<file path="src/rtl/mem_arbiter.sv">
// mem_arbiter: single owner of the shared slowmem port. Arbitrates four
// requesters (fetch/data for PID0/PID1), runs one strobe/mfc transaction at a
// time and returns a one-cycle ack (plus err on a read timeout).
//
// state   | meaning
// --------+----------------------------------------------------------
// S_IDLE  | no transaction; arbitrate and latch the winner on any req
// S_ISSUE | strobe high for one cycle toward slowmem
// S_WAIT  | read in flight; wait for mfc or count toward timeout
// S_ACK   | one-cycle ack to the granted requester, then back to idle
module mem_arbiter #(
  parameter int TIMEOUT      = 16,
  parameter int MAX_DATA_RUN = 4
) (
  input  logic        clk,
  input  logic        reset,
  input  logic [3:0]  req,
  input  logic [3:0]  rnotw_in,
  input  logic [63:0] addr_in,
  input  logic [63:0] wdata_in,
  output logic [3:0]  ack,
  output logic [15:0] rdata_out,
  output logic        err,
  output logic        busy,
  output logic        mem_strobe,
  output logic        mem_rnotw,
  output logic [15:0] mem_addr,
  output logic [15:0] mem_wdata,
  input  logic        mem_mfc,
  input  logic [15:0] mem_rdata
);

  localparam int RUN_W = $clog2(MAX_DATA_RUN + 1);
  localparam int TMO_W = $clog2(TIMEOUT);
  localparam logic [RUN_W-1:0] RUN_MAX  = RUN_W'(MAX_DATA_RUN);
  localparam logic [TMO_W-1:0] TMO_LAST = TMO_W'(TIMEOUT - 1);

  typedef enum logic [1:0] {S_IDLE, S_ISSUE, S_WAIT, S_ACK} state_t;

  state_t           state_q, state_d;
  logic [1:0]       gnt_q, gnt_d;
  logic             lp_fetch_q, lp_fetch_d;
  logic             lp_data_q, lp_data_d;
  logic [RUN_W-1:0] run_q, run_d;
  logic [TMO_W-1:0] tmo_q, tmo_d;
  logic             strobe_q, strobe_d;
  logic             rnotw_q, rnotw_d;
  logic [15:0]      addr_q, addr_d;
  logic [15:0]      wdata_q, wdata_d;
  logic [15:0]      rdata_q, rdata_d;
  logic [3:0]       ack_q, ack_d;
  logic             err_q, err_d;
  logic             busy_q, busy_d;

  logic       starve, pick_data, cls_lp, win_pid;
  logic [1:0] cls, win_idx;
  logic [3:0] gnt_onehot;

  // Data class normally wins; a fetch waiting behind a full data run takes
  // the slot. Inside a class the PID that did not win last time goes first.
  assign starve     = (run_q == RUN_MAX) && (|req[1:0]);
  assign pick_data  = (|req[3:2]) && !starve;
  assign cls        = pick_data ? req[3:2] : req[1:0];
  assign cls_lp     = pick_data ? lp_data_q : lp_fetch_q;
  assign win_pid    = (cls == 2'b11) ? ~cls_lp : cls[1];
  assign win_idx    = {pick_data, win_pid};
  assign gnt_onehot = 4'b0001 << gnt_q;

  // Next-state and registered-output logic for the transaction FSM.
  always_comb begin
    state_d    = state_q;
    gnt_d      = gnt_q;
    lp_fetch_d = lp_fetch_q;
    lp_data_d  = lp_data_q;
    run_d      = run_q;
    tmo_d      = tmo_q;
    strobe_d   = strobe_q;
    rnotw_d    = rnotw_q;
    addr_d     = addr_q;
    wdata_d    = wdata_q;
    rdata_d    = rdata_q;
    ack_d      = 4'b0000;
    err_d      = 1'b0;
    case (state_q)
      S_IDLE: begin
        if (|req) begin
          gnt_d    = win_idx;
          // fetches are always reads, whatever the requester drives
          rnotw_d  = win_idx[1] ? rnotw_in[win_idx] : 1'b1;
          addr_d   = addr_in[{win_idx, 4'b0000} +: 16];
          wdata_d  = wdata_in[{win_idx, 4'b0000} +: 16];
          strobe_d = 1'b1;
          state_d  = S_ISSUE;
          if (pick_data) begin
            lp_data_d = win_pid;
            if (run_q != RUN_MAX) run_d = run_q + RUN_W'(1);
          end else begin
            lp_fetch_d = win_pid;
            run_d      = '0;
          end
        end
      end
      S_ISSUE: begin
        strobe_d = 1'b0;
        if (rnotw_q) begin
          tmo_d   = '0;
          state_d = S_WAIT;
        end else begin
          ack_d   = gnt_onehot;
          state_d = S_ACK;
        end
      end
      S_WAIT: begin
        if (mem_mfc) begin
          rdata_d = mem_rdata;
          ack_d   = gnt_onehot;
          state_d = S_ACK;
        end else if (tmo_q == TMO_LAST) begin
          rdata_d = 16'h0000;
          err_d   = 1'b1;
          ack_d   = gnt_onehot;
          state_d = S_ACK;
        end else begin
          tmo_d = tmo_q + TMO_W'(1);
        end
      end
      S_ACK: begin
        state_d = S_IDLE;
      end
      default: begin
        state_d = S_IDLE;
      end
    endcase
    busy_d = (state_d != S_IDLE);
  end

  // State and output registers; reset abandons any transaction in flight.
  always_ff @(posedge clk or negedge reset) begin
    if (!reset) begin
      state_q    <= S_IDLE;
      gnt_q      <= 2'b00;
      lp_fetch_q <= 1'b1;
      lp_data_q  <= 1'b1;
      run_q      <= '0;
      tmo_q      <= '0;
      strobe_q   <= 1'b0;
      rnotw_q    <= 1'b1;
      addr_q     <= 16'h0000;
      wdata_q    <= 16'h0000;
      rdata_q    <= 16'h0000;
      ack_q      <= 4'b0000;
      err_q      <= 1'b0;
      busy_q     <= 1'b0;
    end else begin
      state_q    <= state_d;
      gnt_q      <= gnt_d;
      lp_fetch_q <= lp_fetch_d;
      lp_data_q  <= lp_data_d;
      run_q      <= run_d;
      tmo_q      <= tmo_d;
      strobe_q   <= strobe_d;
      rnotw_q    <= rnotw_d;
      addr_q     <= addr_d;
      wdata_q    <= wdata_d;
      rdata_q    <= rdata_d;
      ack_q      <= ack_d;
      err_q      <= err_d;
      busy_q     <= busy_d;
    end
  end

  assign ack        = ack_q;
  assign rdata_out  = rdata_q;
  assign err        = err_q;
  assign busy       = busy_q;
  assign mem_strobe = strobe_q;
  assign mem_rnotw  = rnotw_q;
  assign mem_addr   = addr_q;
  assign mem_wdata  = wdata_q;

endmodule

</file>
<file path="config.mk">
export PLATFORM = sky130hd
export DESIGN_NAME = mem_arbiter
export DESIGN_NICKNAME = d
export VERILOG_FILES = /design/src/rtl/mem_arbiter.sv
export SDC_FILE = /design/constraint.sdc
export NUM_CORES = 1
export LEC_CHECK = 0
export BUFFER_PORTS_ARGS = -buffer_cell sky130_fd_sc_hd__buf_2
export CAP_MARGIN = 40
export CORE_MARGIN = 2
export CORE_UTILIZATION = 42
export CTS_CLUSTER_DIAMETER = 80
export CTS_CLUSTER_SIZE = 16
export DETAILED_ROUTE_END_ITERATION = 8
export PLACE_DENSITY = 0.74
export SLEW_MARGIN = 20
export SYNTH_ARGS = -nofsm -noshare
export SYNTH_HDL_FRONTEND = slang
export SYNTH_SLANG_ARGS = --single-unit
export TNS_END_PERCENT = 50
</file>
<file path="constraint.sdc">
create_clock -name clk -period 2 [get_ports clk]
set_clock_uncertainty 0.2 [all_clocks]
set_input_delay 0.2 -clock clk [delete_from_list [all_inputs] [get_ports clk]]
set_output_delay 0.2 -clock clk [all_outputs]
set_load 0.05 [all_outputs]
</file>
==> flow_summary.rst, run 1 <==
.. list-table::
   :header-rows: 1

   * - Metric
     - Value
   * - GRT Util Overall
     - 27.5%
   * - Setup repair after global routing missed its margin
     - true
   * - Count of non-filler cells in the finished layout
     - 850
   * - Buffer depth of the longest clock path
     - 2
   * - Total congestion overflow after global routing
     - 0
   * - Arrival time of data at the critical path endpoint
     - between 2 and 2.5 ns
   * - Warnings from Yosys
     - 0
   * - Total via count after detailed routing
     - ~5000
   * - Vias in the first global route
     - a little over 5000
   * - Multi-input gate area
     - 2630 µm²
   * - Internal power component
     - about 4.9 mW
   * - Fraction of layout cells with a size suffix above 1
     - 46.2%
   * - Clock Root Buffer
     - clkbuf_8
   * - Final worst-path cycle share
     - 100%
   * - Register area share after synthesis
     - 39.7%
   * - Shortest period the worst path allows
     - 2.00 ns
   * - Reg clk slew, reported paths
     - 0.08 ns
   * - Highest-delay cell along the critical path
     - dfrtp_1
   * - Critical Path Source
     - run_q[1]
   * - Number of diodes added for antenna fixing
     - 0
   * - Count of nets left with antenna violations after detail routing
     - 0
   * - Path type of the worst setup path
     - register to register
   * - Highest achievable clock rate
     - 0.500 GHz
   * - CTS sink cnt
     - 69
   * - Number of antenna violations at the first check in global routing
     - 0
   * - Register Area
     - 1730 µm²
   * - Switching Power
     - 4.99 mW
   * - Total met2 wirelength after detailed routing
     - 8290 µm
   * - Number of buffers created by CTS
     - 9
   * - Sort of element at the start of the critical path
     - register
   * - Post-route setup TNS
     - -0.000967 ns
   * - Filler Cells Inserted
     - 817
   * - Fraction of power consumed by the clock network
     - between 10% and 20%
   * - CTS tree
     - built
   * - Clock insertion delay at the later pin of the skew report
     - 0.34 ns
   * - Start point of the worst hold path
     - addr_in[56]
   * - Ratio of routed vias to standard cells
     - 6.00
   * - EDFF count, synth
     - 0
   * - Avg Inst Size Synth
     - 9.77 µm²
   * - Uppermost metal layer occupied by signal nets
     - met4
   * - Area added between synthesis and finish
     - 57.2%
   * - Most frequent cells in the layout
     - buf_2 (207), dfrtp_1 (66), a22oi_1 (56)
   * - Leakage dissipation
     - between 3 and 4 nW
   * - # nets final
     - 870
   * - Overall power
     - between 9 and 10 mW
   * - Number of H-tree branching levels
     - 3
   * - Met3 wire length
     - 1430 µm
   * - Syn nets
     - 607
   * - First-pass iteration count of the detailed router
     - 5
   * - Area of the mapped netlist
     - 4360 µm²
   * - Hold Crit Class
     - input pin to register
   * - Count of unique library cells instantiated by Yosys
     - around 50
   * - Share of synthesized registers carrying an async set or reset
     - 100%
   * - Starting DRT DRC Count
     - 397
   * - Pwr per Cell Area
     - 1440 nW/µm²
   * - List of cells traversed by the critical path
     - inv_2, ha_4, o211a_4, o31a_1, buf_6, clkbuf_16, o221ai_4, a22oi_1
   * - Final count of negative-setup-slack endpoints
     - 1
   * - Final HPWL from detailed placement
     - ~10000 µm
   * - Placement row count
     - 37
   * - Switching part of the total
     - 50.6%
   * - Gate count of the mapped netlist
     - 446
   * - Post-Place Cell Area
     - between 5000 and 6000 µm²
   * - Reg2reg start
     - run_q[1]
   * - Count of unresolved DRC violations after routing
     - 0
   * - Met1 routed wirelength after detailed routing
     - 6360 µm
   * - Fraction of synthesized cell area taken by the top area cell type
     - between 30% and 40%
   * - Die ar.
     - 11200 µm²
   * - Failing checks
     - negative setup slack
   * - Total of max-cap violations
     - 0
   * - Hold Fails Final Rpt
     - 0
   * - Top area cells in the synthesized netlist
     - dfrtp_1 (38%), a22oi_1 (11%), o221ai_1 (6.2%)
   * - Worst slack, placed
     - -0.0808 ns
   * - Post-placement cell count
     - 775
   * - Minimum setup slack among reg-to-reg paths
     - -0.001 ns
   * - Slew at the pin with the worst max-slew slack
     - approximately 0.48 ns
   * - Die height
     - 106 µm
   * - X dimension of the die
     - 106 µm
   * - Number of buffers added on ports
     - 208
   * - Least setup slack across all paths after layout
     - -0.000967 ns
   * - Max-slew violation count
     - 0
   * - Post-synthesis register bit count
     - 69
   * - Biggest fanout along the worst timing path
     - 5
   * - Maximum number of pins on one net before global-route repair
     - 41
   * - Most used flip-flop cell after synthesis
     - dfrtp_1
   * - Critical Path Sink Type
     - register
   * - Starting density of the core
     - 42.8%
   * - Peak supply drop
     - 0.781 mV
   * - Gp weighted congestion
     - about 0.88
   * - Top cell type by total area after synthesis
     - dfrtp_1
   * - Area of the core region
     - a little over 10000 µm²
   * - First-pass GRT wire length
     - ~25000 µm
   * - Worst slew margin
     - approximately 68%
   * - Detailed Route WL
     - approximately 17000 µm
   * - CP required
     - about 2.0 ns
   * - Outcome
     - complete, but fails checks
   * - Share of total power in sequential cells
     - 25.3%
   * - Commonest non-fill, non-tap cell in the layout
     - buf_2
   * - Crit path largest cell delay
     - 0.39 ns
   * - Post-layout instance area
     - 6850 µm²
   * - # IOs
     - 211
   * - Logic pwr share
     - between 60 and 70%
   * - Per-cell routed wire length
     - around 20 µm
[layout make-up]
class                           instances  share of cell area, %
Multi-Input combinational cell        320                   38.4
Timing Repair Buffer                  299                   30.5
Sequential cell                        69                   25.3
Tap cell                              136                   2.48
Clock buffer                           12                   2.12
Clock inverter                          4                  0.694
Inverter                               10                  0.548
[sequential cells by signal, indices dropped and copies added (netlist names)]
name,flops
run_q,3
lp_fetch_q,1
busy,1
mem_wdata,16
tmo_q,4
rdata_out,16
gnt_q,2
lp_data_q,1
mem_strobe,1
err,1
mem_rnotw,1
mem_addr,16
ack,4
state_q,2
[critical path, delay by kind of cell (launching register included)]
family          cells  cell delay (ns)
flops               1             0.39
fa+ha+maj           1             0.17
buf+inv             3             0.37
compound gates      4             0.74
[cell families (layout without fill, tap and decap cells)]
logic type               count (synthesis)  in the layout  share of synthesized area [%]
flip-flops                              69             69                           39.7
AND/OR/NAND/NOR                        106            106                           14.0
buffers and inverters                   57            325                           6.46
adder cells (fa/ha/maj)                  6              6                           1.72
AO/OA/AOI/OAI                          208            208                           38.1
[routing by layer]
layer  up-vias  GRT usage [%]
met5         -              0
met1      2471           33.1
met3        39           5.81
met2       299           47.0
li1       2288              -
met4         0           12.7
[what timing repair did]
action	CTS	global route
cloned	0	5
hold endpoints to repair	81	0
pin swaps	1	16
setup buffers	0	6
resized for setup	5	46
setup endpoints to repair	32	29
hold buffers	48	0
[final timing paths]
| path | endpoint | depth (start not counted) |
|---|---|---|
| max | mem_wdata[9] | 8 |
| min in group asynchronous | ack[0] | 2 |
| max reg2reg | mem_wdata[9] | 8 |
| min | mem_addr[8] | 3 |
| max in group asynchronous | lp_fetch_q | 3 |
| min reg2reg | ack[1] | 1 |
[synth_stat cells, drive strengths merged (10+ instances only)]
library cell,n
a211oi,31
a21oi,37
a22o,16
a22oi,62
buf,28
clkbuf,19
dfrtp,66
inv,10
nand2,11
nand2b,28
nand3,11
o221ai,31
or3,33
[through the flow]
step | utilization (%) | hold WS (ns)
after detailed placement | 56.3 | -0.00665
after global placement | 56.3 | -0.0137
after global routing | 67.3 | 0.00748
after CTS | 63.1 | 0.000292
final | 67.3 | 0.0146
after floorplan | - | -0.296
[power by group through the flow]
stage,clock network [mW],registers (mW),logic [mW]
after global placement,0,2.44,5.47
after detailed placement,0,2.47,5.63
final,1.14,2.49,6.23
after CTS,1.16,2.46,5.74
after floorplan,0,4.06,2.36
after global routing,1.22,2.56,6.62
No activity file was read; power rests on OpenSTA's default activity.
==> inputs of run 2 (changes only) <==
--- a/config.mk
+++ b/config.mk
@@ -5,6 +5,7 @@
 export SDC_FILE = /design/constraint.sdc
 export NUM_CORES = 1
 export LEC_CHECK = 0
+export ABC_AREA = 1
 export BUFFER_PORTS_ARGS = -buffer_cell sky130_fd_sc_hd__buf_2
 export CAP_MARGIN = 40
 export CORE_MARGIN = 2
==> flow_summary.rst, run 2 <==
.. list-table::
   :header-rows: 1

   * - Metric
     - Value
   * - Outcome
     - complete, but fails checks
   * - Failing checks
     - negative hold slack
   * - Most instantiated library cell after synthesis
     - nand3_1
   * - Per-cell routed wire length
     - 15.2 µm
   * - CTS tree
     - built
   * - Number of H-tree branching levels
     - 3
   * - Leading cell types by count after synthesis
     - nand3_1 (182), nand2_1 (155), inv_1 (144)
   * - Detailed Route WL
     - 16500 µm
   * - Sort of element at the start of the critical path
     - register
   * - Reg clk slew, reported paths
     - 0.07 ns
   * - Highest achievable clock rate
     - 0.522 GHz
   * - Commonest non-fill, non-tap cell in the layout
     - buf_2
   * - Post-synthesis register bit count
     - 69
   * - Share of total power in sequential cells
     - 26.5%
   * - Most used flip-flop cell after synthesis
     - dfrtp_1
   * - Arrival time of data at the critical path endpoint
     - 1.95 ns
   * - Pwr per Cell Area
     - 1280 nW/µm²
   * - Worst slew margin
     - 69.6%
   * - Maximum number of pins on one net before global-route repair
     - 65
   * - Buffer depth of the longest clock path
     - 2
   * - Total of max-cap violations
     - 0
   * - Clock Root Buffer
     - clkbuf_8
   * - Gp weighted congestion
     - 0.857
   * - Count of unique library cells instantiated by Yosys
     - 27
   * - Number of diodes added for antenna fixing
     - 0
   * - CP required
     - 2.03 ns
   * - Register area share after synthesis
     - 39.7%
   * - Final worst-path cycle share
     - 95.8%
   * - Final core area utilization
     - 68.7%
   * - Worst-case hold slack
     - -0.00227 ns
   * - X dimension of the die
     - 106 µm
   * - Avg Inst Size Synth
     - ~6.9 µm²
   * - Internal power component
     - 4.29 mW
   * - Total congestion overflow after global routing
     - 0
   * - Top cell type by total area after synthesis
     - dfrtp_1
   * - Final HPWL from detailed placement
     - 8670 µm
   * - Fraction of power consumed by the clock network
     - 12.7%
   * - Logic pwr share
     - 60.7%
   * - Peak supply drop
     - 0.797 mV
   * - Switching Power
     - 4.67 mW
   * - Total via count after detailed routing
     - 5505
   * - # IOs
     - 211
   * - Area of the core region
     - 10200 µm²
   * - Overall power
     - roughly 9 mW
   * - Gate count of the mapped netlist
     - around 640
   * - Crit path largest cell delay
     - 0.41 ns
   * - Combinational family with the most area after synthesis
     - simple AND/OR/NAND/NOR gates
   * - Slew at the pin with the worst max-slew slack
     - 0.456 ns
   * - # nets final
     - 1108
   * - First-pass iteration count of the detailed router
     - 7
   * - GRT Util Overall
     - 26.2%
   * - Path type of the worst setup path
     - register to register
   * - Vias in the first global route
     - 5094
   * - Clock insertion delay at the later pin of the skew report
     - ~0.34 ns
   * - Shortest period the worst path allows
     - 1.92 ns
   * - Count of nets left with antenna violations after detail routing
     - 0
   * - EDFF count, synth
     - 0
   * - Hold Crit Class
     - input pin to register
   * - Ratio of routed vias to standard cells
     - 5.06
   * - List of cells traversed by the critical path
     - inv_2, ha_2, nand2_2, inv_2, nand2_4, nand2_4, nand2_8, nand2_8, clkbuf_16, nand2_1, nand3_1, nand3_1
   * - Placement row count
     - 37
   * - Leakage dissipation
     - 4.08 nW
   * - Hold Fails Final Rpt
     - 1
   * - Share of synthesized area spent on multiplexers
     - 0%
   * - Fraction of synthesized cell area taken by the top area cell type
     - 37.9%
   * - Final count of negative-setup-slack endpoints
     - 0
   * - Synth Area in Compound Gates
     - 2.61%
   * - Number of buffers added on ports
     - 208
   * - Number of buffers created by CTS
     - 9
   * - Starting density of the core
     - 42.8%
   * - Highest-delay cell along the critical path
     - dfrtp_1
   * - First-pass GRT wire length
     - approximately 24000 µm
   * - Count of unresolved DRC violations after routing
     - 0
   * - Post-Synth XOR/XNOR Area
     - less than 1%
   * - CTS sink cnt
     - about 70
   * - Most frequent cells in the layout
     - buf_2 (207), nand3_1 (182), nand2_1 (153)
   * - Top area cells in the synthesized netlist
     - dfrtp_1 (38%), nand3_1 (21%), nand2_1 (13%)
   * - Biggest fanout along the worst timing path
     - 8
   * - Fraction of layout cells with a size suffix above 1
     - 28.9%
   * - Area of the mapped netlist
     - between 4000 and 5000 µm²
   * - Post-route setup TNS
     - 0 ns
   * - Switching part of the total
     - ~52%
   * - Die height
     - between 100 and 150 µm
   * - Critical Path Sink Type
     - register
   * - Starting DRT DRC Count
     - 572
   * - Area added between synthesis and finish
     - 60.5%
   * - Die ar.
     - roughly 11000 µm²
   * - Simple-Gate Fraction of Synth Area
     - 37.2%
   * - Adder-Cell Fraction of Synth Area
     - under 10%
   * - Warnings from Yosys
     - 0
   * - Share of synthesized registers carrying an async set or reset
     - between 90% and 100%
   * - Max-slew violation count
     - 0
   * - Number of antenna violations at the first check in global routing
     - 0
   * - Syn nets
     - 797
[run 2: cell types whose count changed after synthesis, sizes merged, moves of 6 or more]
cell and change:
a21oi -35, buf +6, or3 -33, a22oi -61, nand3 +171, a22o -16
a211oi -31, o221ai -31, clkbuf -17, nand2 +149, inv +136, nand2b -28
[run 2: cell type report]
class | instances | area, µm²
Clock buffer | 12 | 145
Clock inverter | 4 | 47.5
Fill cell | 804 | 3190
Inverter | 146 | 551
Multi-Input combinational cell | 386 | 1900
Sequential cell | 69 | 1730
Tap cell | 136 | 170
Timing Repair Buffer | 335 | 2450
[run 2: metrics by stage]
step	instances	hold WS [ns]	area [µm²]	worst slack (ns)
floorplan	636	-0.296	4360	0.294
global placement	959	-0.0283	5500	0.0694
detailed placement	959	-0.0207	5500	0.0291
CTS	1074	0.00139	6680	0.0530
global route	1088	0.0144	7000	-0.0196
finish	1088	-0.00227	7000	0.0842
[run 2: cell families after synthesis]
logic type / Yosys count
flip-flops: 69
AND/OR/NAND/NOR: 360
XOR/XNOR: 2
buffers and inverters: 182
AO/OA/AOI/OAI: 17
adder cells (fa/ha/maj): 6
[run 2: repair_timing]
item	in CTS	in global routing
gates resized for setup	1	15
setup endpoints to repair	2	32
pin swaps	0	4
cloned	0	12
setup buffers	0	2
hold endpoints to repair	95	0
hold buffers	99	0
[run 2: worst paths after layout]
path / from / endpoint / slack (ns) / cells after the start
worst max-delay path: run_q[0] / mem_addr[4] / 0.08 / 12
worst min-delay path: wdata_in[25] / mem_wdata[9] / -0.002 / 5
worst max register to register: run_q[0] / mem_addr[4] / 0.08 / 12
worst min register to register: rdata_out[11] / rdata_out[11] / 0.27 / 2
max in group asynchronous: reset / mem_rnotw / 0.84 / 3
min in group asynchronous: reset / mem_addr[12] / 0.15 / 2
[run 2: power by group through the flow]
stage          Combinational, mW  Sequential [mW]  Clock (mW)
2_1_floorplan               1.92             4.16           0
3_3_place_gp                4.84             2.37           0
4_1_cts                     5.06             2.36        1.15
3_5_place_dp                4.92             2.36           0
5_1_grt                     5.84             2.44        1.23
6_report                    5.44             2.38        1.14
[run 2: worst max-delay path: cells and delay by family (launching register included)]
family / cells / cell delay, ns
adders and majority gates: 1 / 0.17
buffers and inverters: 3 / 0.31
DFF: 1 / 0.41
and+or+nand+nor: 8 / 0.71
[run 2: layer usage]
metal  wire length, µm  global-route usage [%]  vias to the layer above  part of all wire [%]
met5                 0                       0                        -                     0
met4               814                    13.2                        0                   4.9
met3              1780                    6.99                       74                    11
met2              7890                    45.2                      391                    48
met1              6000                    30.0                     2459                    36
li1                  -                       -                     2581                     -
==> inputs of run 3 (changes only) <==
--- a/config.mk
+++ b/config.mk
@@ -6,6 +6,7 @@
 export NUM_CORES = 1
 export LEC_CHECK = 0
 export ABC_AREA = 1
+export ABC_CLOCK_PERIOD_IN_PS = 2000
 export BUFFER_PORTS_ARGS = -buffer_cell sky130_fd_sc_hd__buf_2
 export CAP_MARGIN = 40
 export CORE_MARGIN = 2
@@ -14,6 +15,7 @@
 export CTS_CLUSTER_SIZE = 16
 export DETAILED_ROUTE_END_ITERATION = 8
 export PLACE_DENSITY = 0.74
+export RECOVER_POWER = 25
 export SLEW_MARGIN = 20
 export SYNTH_ARGS = -nofsm -noshare
 export SYNTH_HDL_FRONTEND = slang
==> flow_summary.rst, run 3 (synthesis gave the netlist of run 2 again) <==
.. list-table::
   :header-rows: 1

   * - Metric
     - Value
   * - Outcome
     - complete, but fails checks
   * - Failing checks
     - negative hold slack
   * - First-pass iteration count of the detailed router
     - 7
   * - Most frequent cells in the layout
     - buf_2 (207), nand3_1 (182), nand2_1 (153)
   * - X dimension of the die
     - 106 µm
   * - Clock Root Buffer
     - clkbuf_8
   * - Highest achievable clock rate
     - approximately 0.52 GHz
   * - Peak supply drop
     - 0.797 mV
   * - CTS tree
     - built
   * - Die ar.
     - ~11000 µm²
   * - Buffer depth of the longest clock path
     - 2
   * - Crit path largest cell delay
     - a little over 0.4 ns
   * - Path type of the worst setup path
     - register to register
   * - Count of unresolved DRC violations after routing
     - 0
   * - Critical Path Sink Type
     - register
   * - List of cells traversed by the critical path
     - inv_2, ha_2, nand2_2, inv_2, nand2_4, nand2_4, nand2_8, nand2_8, clkbuf_16, nand2_1, nand3_1, nand3_1
   * - Count of nets left with antenna violations after detail routing
     - 0
   * - Worst slew margin
     - 41.1%
   * - Total via count after detailed routing
     - 5504
   * - Post-Place Cell Area
     - between 5000 and 6000 µm²
   * - Highest-delay cell along the critical path
     - dfrtp_1
   * - Overall power
     - approximately 9.0 mW
   * - Fraction of layout cells with a size suffix above 1
     - 28.9%
   * - GRT Util Overall
     - 26.2%
   * - Sort of element at the start of the critical path
     - register
   * - Starting DRT DRC Count
     - 572
   * - Final count of negative-setup-slack endpoints
     - 0
   * - Total congestion overflow after global routing
     - 0
   * - Register Area
     - 1730 µm²
   * - Die height
     - 106 µm
   * - Vias in the first global route
     - 5094
   * - Detailed Route WL
     - 16500 µm
   * - Area added between synthesis and finish
     - 60.5%
   * - Number of antenna violations at the first check in global routing
     - 0
   * - Reg clk slew, reported paths
     - ~0.070 ns
   * - Gp weighted congestion
     - approximately 0.86
   * - Number of buffers created by CTS
     - 9
   * - Placement row count
     - 37
   * - Ratio of routed vias to standard cells
     - 5.06
   * - WP buf/inv
     - 3
   * - Clock insertion delay at the later pin of the skew report
     - 0.34 ns
   * - Number of buffers added on ports
     - roughly 210
   * - Worst-case hold slack
     - -0.00227 ns
   * - Kind of cell adding the most delay to the critical path
     - simple AND/OR/NAND/NOR gates
   * - # nets final
     - 1108
   * - Leakage dissipation
     - 4.08 nW
   * - Per-cell routed wire length
     - approximately 15 µm
   * - Total of max-cap violations
     - 0
   * - Biggest fanout along the worst timing path
     - 8
   * - Final HPWL from detailed placement
     - 8670 µm
   * - Hold Fails Final Rpt
     - 1
   * - Pwr per Cell Area
     - 1280 nW/µm²
   * - CP required
     - 2.03 ns
   * - Slew at the pin with the worst max-slew slack
     - 0.883 ns
   * - Arrival time of data at the critical path endpoint
     - 1.95 ns
   * - Area of the core region
     - slightly above 10000 µm²
   * - Starting density of the core
     - 42.8%
   * - Number of diodes added for antenna fixing
     - 0
   * - Shortest period the worst path allows
     - 1.92 ns
   * - Maximum number of pins on one net before global-route repair
     - 65
   * - CTS sink cnt
     - 69
   * - Filler Cells Inserted
     - between 800 and 900
   * - Post-layout instance area
     - approximately 7000 µm²
   * - Number of H-tree branching levels
     - 3
   * - Multi-input gate area
     - 1900 µm²
   * - Post-route setup TNS
     - 0 ns
   * - # IOs
     - between 200 and 250
   * - Max-slew violation count
     - 0
   * - First-pass GRT wire length
     - 23700 µm
   * - Hold Crit Class
     - input pin to register
   * - Final worst-path cycle share
     - 95.8%
   * - Commonest non-fill, non-tap cell in the layout
     - buf_2
## run 3: path summary, 6_finish.rpt
check,cells past startpoint,slack [ns],to,from
max in group asynchronous,3,0.54,mem_rnotw,reset
min reg2reg,2,0.27,rdata_out[11],rdata_out[11]
max reg2reg,12,0.08,mem_addr[4],run_q[0]
min,5,-0.002,mem_wdata[9],wdata_in[25]
min in group asynchronous,2,0.31,mem_addr[12],reset
max,12,0.08,mem_addr[4],run_q[0]
## run 3: through the flow
stage / setup slack (ns) / utilization [%] / cells
floorplan: 0.294 / - / 636
global placement: 0.0694 / 54.0 / 959
detailed placement: 0.0291 / 54.0 / 959
CTS: 0.0530 / 65.6 / 1074
global route: -0.0196 / 68.7 / 1088
finish: 0.0842 / 68.7 / 1088
## run 3: what timing repair did
item | 4_1_cts | 5_1_grt
hold buffers | 99 | 0
setup buffers | 0 | 2
hold endpoints to repair | 95 | 0
resized for setup | 1 | 15
pin swaps | 0 | 4
endpoints found under the setup margin | 2 | 32
gates cloned | 0 | 12
## run 3: cell type report
cell class              count  area share, %
clock inverters             4          0.680
clock buffers              12           2.07
multi-input cells         386           27.2
flip-flops and latches     69           24.7
repair buffers            335           35.0
inverters                 146           7.87
well taps                 136           2.43
## run 3: where the power goes
group	internal [mW]	switching (mW)	leakage, nW
Clock	0.607	0.532	0.0964
Combinational	1.64	3.80	3.13
Sequential	2.04	0.332	0.855
## run 3: worst min-delay path, cell delays in order
cell     delay, ns
buf_2         0.08
inv_1         0.03
nand3_1       0.07
nand3_1       0.07
nand3_1       0.06
## run 3: metal layers
metal  track usage [%]  up-vias  share of wire, %
met1              30.0     2458                36
met3              6.99       74                11
met4              13.2        0               4.9
li1                  -     2581                 -
met2              45.2      391                48
met5                 0        -                 0
